### src/rtl/soft_reset_sequencer.sv
// Soft-reset sequencer: turns a one-cycle software reset request into per-domain
// req/ack handshakes or a timed full-core reset, then returns a one-cycle completion pulse.
// Latency: Req/FullResetOut one enabled cycle after the request; all outputs registered; clk_en=0 freezes everything.
module soft_reset_sequencer #(
  parameter int FULL_RESET_CYCLES = 16,   // 1..255
  parameter int ACK_TIMEOUT       = 255   // 1..65535
) (
  input  logic       clk,
  input  logic       async_rst_n,
  input  logic       clk_en,
  input  logic       SoftwareResetIn,
  input  logic [3:0] ResetVectorIn,
  output logic       InstResetReq,
  output logic       IOResetReq,
  output logic       DataResetReq,
  input  logic       InstResetAck,
  input  logic       IOResetAck,
  input  logic       DataResetAck,
  output logic       FullResetOut,
  output logic       ResetResponseOut,
  output logic       Busy,
  output logic       TimeoutFlag
);

  typedef enum logic [1:0] {
    ST_IDLE      = 2'd0,
    ST_FULL_HOLD = 2'd1,
    ST_WAIT_ACK  = 2'd2,
    ST_RESPOND   = 2'd3
  } state_t;

  // Counter reload/terminal values; the full-hold counter counts down to 0,
  // the watchdog counts up from 0 and fires on its ACK_TIMEOUT-th WAIT_ACK edge.
  localparam logic [7:0]  FULL_LOAD = 8'(FULL_RESET_CYCLES - 1);
  localparam logic [15:0] WD_LAST   = 16'(ACK_TIMEOUT - 1);

  state_t      r_state;
  logic [2:0]  r_req;        // {inst, io, data}
  logic [7:0]  r_full_cnt;
  logic [15:0] r_wd_cnt;
  logic        r_full;
  logic        r_resp;
  logic        r_busy;
  logic        r_timeout;

  logic [2:0]  w_ack;
  logic [2:0]  w_req_next;
  logic        w_wd_expired;

  // Acks only clear a request that is still pending; stray acks fall out here.
  assign w_ack        = {InstResetAck, IOResetAck, DataResetAck};
  assign w_req_next   = r_req & ~w_ack;
  assign w_wd_expired = (r_wd_cnt == WD_LAST);

  // Sequencer FSM with all outputs held in registers.
  always_ff @(posedge clk or negedge async_rst_n) begin
    if (!async_rst_n) begin
      r_state    <= ST_IDLE;
      r_req      <= 3'b000;
      r_full_cnt <= 8'd0;
      r_wd_cnt   <= 16'd0;
      r_full     <= 1'b0;
      r_resp     <= 1'b0;
      r_busy     <= 1'b0;
      r_timeout  <= 1'b0;
    end else if (clk_en) begin
      case (r_state)
        ST_IDLE: begin
          if (SoftwareResetIn) begin
            r_timeout <= 1'b0;
            r_busy    <= 1'b1;
            r_wd_cnt  <= 16'd0;
            if (ResetVectorIn[3]) begin
              // Full reset covers every domain, so the per-domain bits are ignored.
              r_full     <= 1'b1;
              r_full_cnt <= FULL_LOAD;
              r_state    <= ST_FULL_HOLD;
            end else if (ResetVectorIn[2:0] != 3'b000) begin
              r_req   <= ResetVectorIn[2:0];
              r_state <= ST_WAIT_ACK;
            end else begin
              r_resp  <= 1'b1;
              r_state <= ST_RESPOND;
            end
          end
        end

        ST_FULL_HOLD: begin
          if (r_full_cnt == 8'd0) begin
            r_full  <= 1'b0;
            r_resp  <= 1'b1;
            r_state <= ST_RESPOND;
          end else begin
            r_full_cnt <= r_full_cnt - 8'd1;
          end
        end

        ST_WAIT_ACK: begin
          if (r_req == 3'b000) begin
            // Last Req dropped on the previous edge: report completion.
            r_resp  <= 1'b1;
            r_state <= ST_RESPOND;
          end else if (w_req_next == 3'b000) begin
            // Final ack(s) this edge; beats a coincident watchdog expiry.
            r_req <= 3'b000;
          end else if (w_wd_expired) begin
            r_req     <= 3'b000;
            r_timeout <= 1'b1;
            r_resp    <= 1'b1;
            r_state   <= ST_RESPOND;
          end else begin
            r_req    <= w_req_next;
            r_wd_cnt <= r_wd_cnt + 16'd1;
          end
        end

        ST_RESPOND: begin
          r_resp  <= 1'b0;
          r_busy  <= 1'b0;
          r_state <= ST_IDLE;
        end

        default: begin
          r_state <= ST_IDLE;
        end
      endcase
    end
  end

  assign InstResetReq     = r_req[2];
  assign IOResetReq       = r_req[1];
  assign DataResetReq     = r_req[0];
  assign FullResetOut     = r_full;
  assign ResetResponseOut = r_resp;
  assign Busy             = r_busy;
  assign TimeoutFlag      = r_timeout;

endmodule

### config.mk
export PLATFORM = sky130hd
export DESIGN_NAME = soft_reset_sequencer
export DESIGN_NICKNAME = d
export VERILOG_FILES = /design/src/rtl/soft_reset_sequencer.sv
export SDC_FILE = /design/constraint.sdc
export NUM_CORES = 1
export LEC_CHECK = 0
export CAP_MARGIN = 30
export CORE_MARGIN = 1
export CORE_UTILIZATION = 57
export DETAILED_ROUTE_END_ITERATION = 16
export GPL_TIMING_DRIVEN = 0
export HOLD_SLACK_MARGIN = 0.02
export PLACE_DENSITY = 0.89
export SETUP_SLACK_MARGIN = 0.5
export SYNTH_ARGS = -nofsm -noshare
export SYNTH_HDL_FRONTEND = slang
export SYNTH_SLANG_ARGS = --single-unit
### constraint.sdc
create_clock -name clk -period 2.4 [get_ports clk]
set_clock_uncertainty 0.05 [all_clocks]
set_input_delay 0.48 -clock clk [delete_from_list [all_inputs] [get_ports clk]]
set_output_delay 0.48 -clock clk [all_outputs]
set_load 0.02 [all_outputs]
==> flow_summary.yaml <==
setup_path:
  slowest_delay_ns: 0.48
  cp_max_fo: 5
  cp_cell_sequence: "and4bb_1, and4_4, buf_6, buf_4, o31a_1, o21ai_1, o41ai_2"
  critPathBufInv: 2
  cpMaxStageDelayCell: "dfrtp_1"
  critPathCaptureType: "flip-flop"
  crit_required_ns: 2.57
  start_kind: "flip-flop"
  cp_top_family: "compound AO/OA/AOI/OAI gates"
  arrival_ns: 2.19
  reg2reg_depth: 7
  criticalPathCategory: "flip-flop to flip-flop"
  r2r-start: "r_wd_cnt[7]$_DFFE_PN0P_"
  worst-r2r-setup-slack_ns: 0.38
  regToRegEndpoint: "r_wd_cnt[7]$_DFFE_PN0P_"
die:
  die_h_um: 62.0
  start_util: 0.606
  dieWidth_um: 62.0
  rows: 21
  core_sq_um: 3390
  dieArea_sq_um: 3850
  ioPinCount: 18
status:
  status: "finished, final reports clean"
cells_and_area:
  final_nets: 285
  final_layout_size_suffix_gt1_frac: 0.237
  syn2layout_area_growth_pct: 29.0
  post-route-util: 0.782
  fin_cells: 312
  diodes: 0
logic_synthesis:
  muxShareOfSynthArea: 0.0158
  synth.largest_area_cell: "dfrtp_1"
  ys.warnings.count: 0
  netlist_area_sq_um: 2050
  synth_nets: 242
  ys_async_sr_fraction: 1.00
  netlist_top_cells_area: "dfrtp_1 40%, ha_1 5.5%, nand2_1 4.0%"
  synth-simple-area-share: 0.229
  synth_edf_count: 0
  synthAdderAreaFrac: 0.0548
  synth_top_family_by_area: "simple AND/OR/NAND/NOR gates"
  ys_seq_area_frac: 0.402
  yosysUniqueCellTypes: 51
  synth_commonest_cells: "33 x dfrtp_1, 22 x nand2_1, 18 x inv_1"
  synth-compound-area-share: 0.217
  synthXorXnorAreaFrac: 0.0213
  synth_ff_type: "dfrtp_1"
  netlist_instances: 222
  synth_top_cell_area_share: 0.402
  synth_seq_cells: 33
  synthMostInstantiatedCell: "dfrtp_1"
  syn_avg_cell_area_sq_um: 9.25
global_routing:
  antenna_found_initial: 0
  grt_use_total: 0.308
  grt_pass1_vias: 1817
  overflow: 0
  grt_pass1_wl_um: 8390
  grt_max_degree: 34
timing:
  worst_slew_pin_slew_ns: 0.765
  setup_ws_ns: 0.383
  holdWs_ns: 0.136
  fmax_ghz: 0.496
  setup_viol: 0
  hold_viol: 0
  period_share: 0.840
  rsz0062_at_grt: "yes"
  tns_ns: 0
  finalMaxSlewViolations: 0
  slew_headroom: 0.490
  period_minus_slack_ns: 2.02
clock_network:
  cts_hold_buf: 0
  cts_buffers: 5
  cts.sinks: 33
  htreeDepth: 2
  clock_tree.buffer_depth: 2
  clk_latency_ns: 0.36
  clkTransAtPathRegs_ns: 0.11
  cts_root_buffer: "clkbuf_4"
  cts_tree: "done"
placed_design:
  dp_hpwl_um: 3090
  io_buffers: 17
  gp_congestion: 0.826
  dp.cells: 285
  dp_slack_ns: -0.169
detailed_routing:
  vias: 2093
  routed_via_density: 6.71
  drc: 0
  drt_first_pass_iters: 6
  post_drt_wl_per_cell_um: 19.7
  ant_nets: 0
  totalWireLength_um: 6160
  drt_iter0_drc: 284
run:
  maxCapViolations: 0
worst_hold_path:
  hold_path.class: "input pin to asynchronous set/reset pin"
power:
  power_density_nw_per_um2: 943
  power.leakage_uw: 0.00119
  vdd_drop_max_mv: 0.672
state kept, by name (all words and copies together), names as in the netlist:
register	count
Busy	1
FullResetOut	1
ResetResponseOut	1
TimeoutFlag	1
r_full_cnt	8
r_req	3
r_state	2
r_wd_cnt	16
cells in the final DEF, fill, tap and decap left out, drive strengths merged, types with 3 or more instances in the layout:
master / count
nand3: 12
a21oi: 10
nand2: 22
xor2: 5
o41ai: 7
o21ai: 15
clkdlybuf4s50: 7
nand2b: 3
or3: 10
o31a: 5
nor2: 14
a22o: 5
inv: 19
nand4: 10
dlygate4sd2: 7
o21bai: 3
dfrtp: 33
clkbuf: 10
ha: 9
buf: 24
o311ai: 3
cell families after synthesis:
group | after synthesis
AO/OA/AOI/OAI | 62
flip-flops | 33
buffers and inverters | 26
AND/OR/NAND/NOR | 84
multiplexers | 3
XOR/XNOR | 5
adder cells (fa/ha/maj) | 9
stage by stage:
stage	area, sq um	total power, uW
detailed placement	2290	1740
CTS	2500	2270
global placement	2290	1710
floorplan	2060	1460
global route	2650	2620
finish	2650	2500
worst max path at each step:
stage	depth (start not counted)	endpoint	startpoint
finish	7	r_wd_cnt[7]$_DFFE_PN0P_	r_wd_cnt[7]$_DFFE_PN0P_
global route	7	r_wd_cnt[14]$_DFFE_PN0P_	r_wd_cnt[1]$_DFFE_PN0P_
CTS	8	r_wd_cnt[12]$_DFFE_PN0P_	r_state[1]$_DFFE_PN0P_
detailed placement	7	r_wd_cnt[9]$_DFFE_PN0P_	IOResetAck
global placement	7	r_wd_cnt[15]$_DFFE_PN0P_	IOResetAck
floorplan	8	r_wd_cnt[3]$_DFFE_PN0P_	r_wd_cnt[0]$_DFFE_PN0P_
routing by layer:
metal / wire length [um] / track usage / up-vias
li1: - / - / 916
met1: 2310 / 0.399 / 970
met2: 2950 / 0.495 / 172
met3: 617 / 0.0704 / 35
met4: 279 / 0.130 / 0
met5: 0 / 0 / -
cell type report:
type,count,area [sq um]
flip-flops and latches,33,827
well taps,46,57.6
clock buffers,7,65.1
repair buffers,36,304
fillers,193,739
clock inverters,1,5.00
inverters,19,71.3
multi-input cells,163,1250
plain buffers,7,65.1
where the power goes:
group / switching (uW) / internal, uW / leakage (uW)
clock network: 204 / 170 / 0.0000413
logic: 718 / 601 / 0.000736
registers: 138 / 669 / 0.000416
total: 1060 / 1440 / 0.00119
what timing repair did:
action,4_1_cts,5_1_grt
pin swaps,8,7
resized for setup,23,17
gates cloned,1,0
setup endpoints to repair,29,16
setup buffers,11,7
No activity file was read; power rests on OpenSTA's default activity.
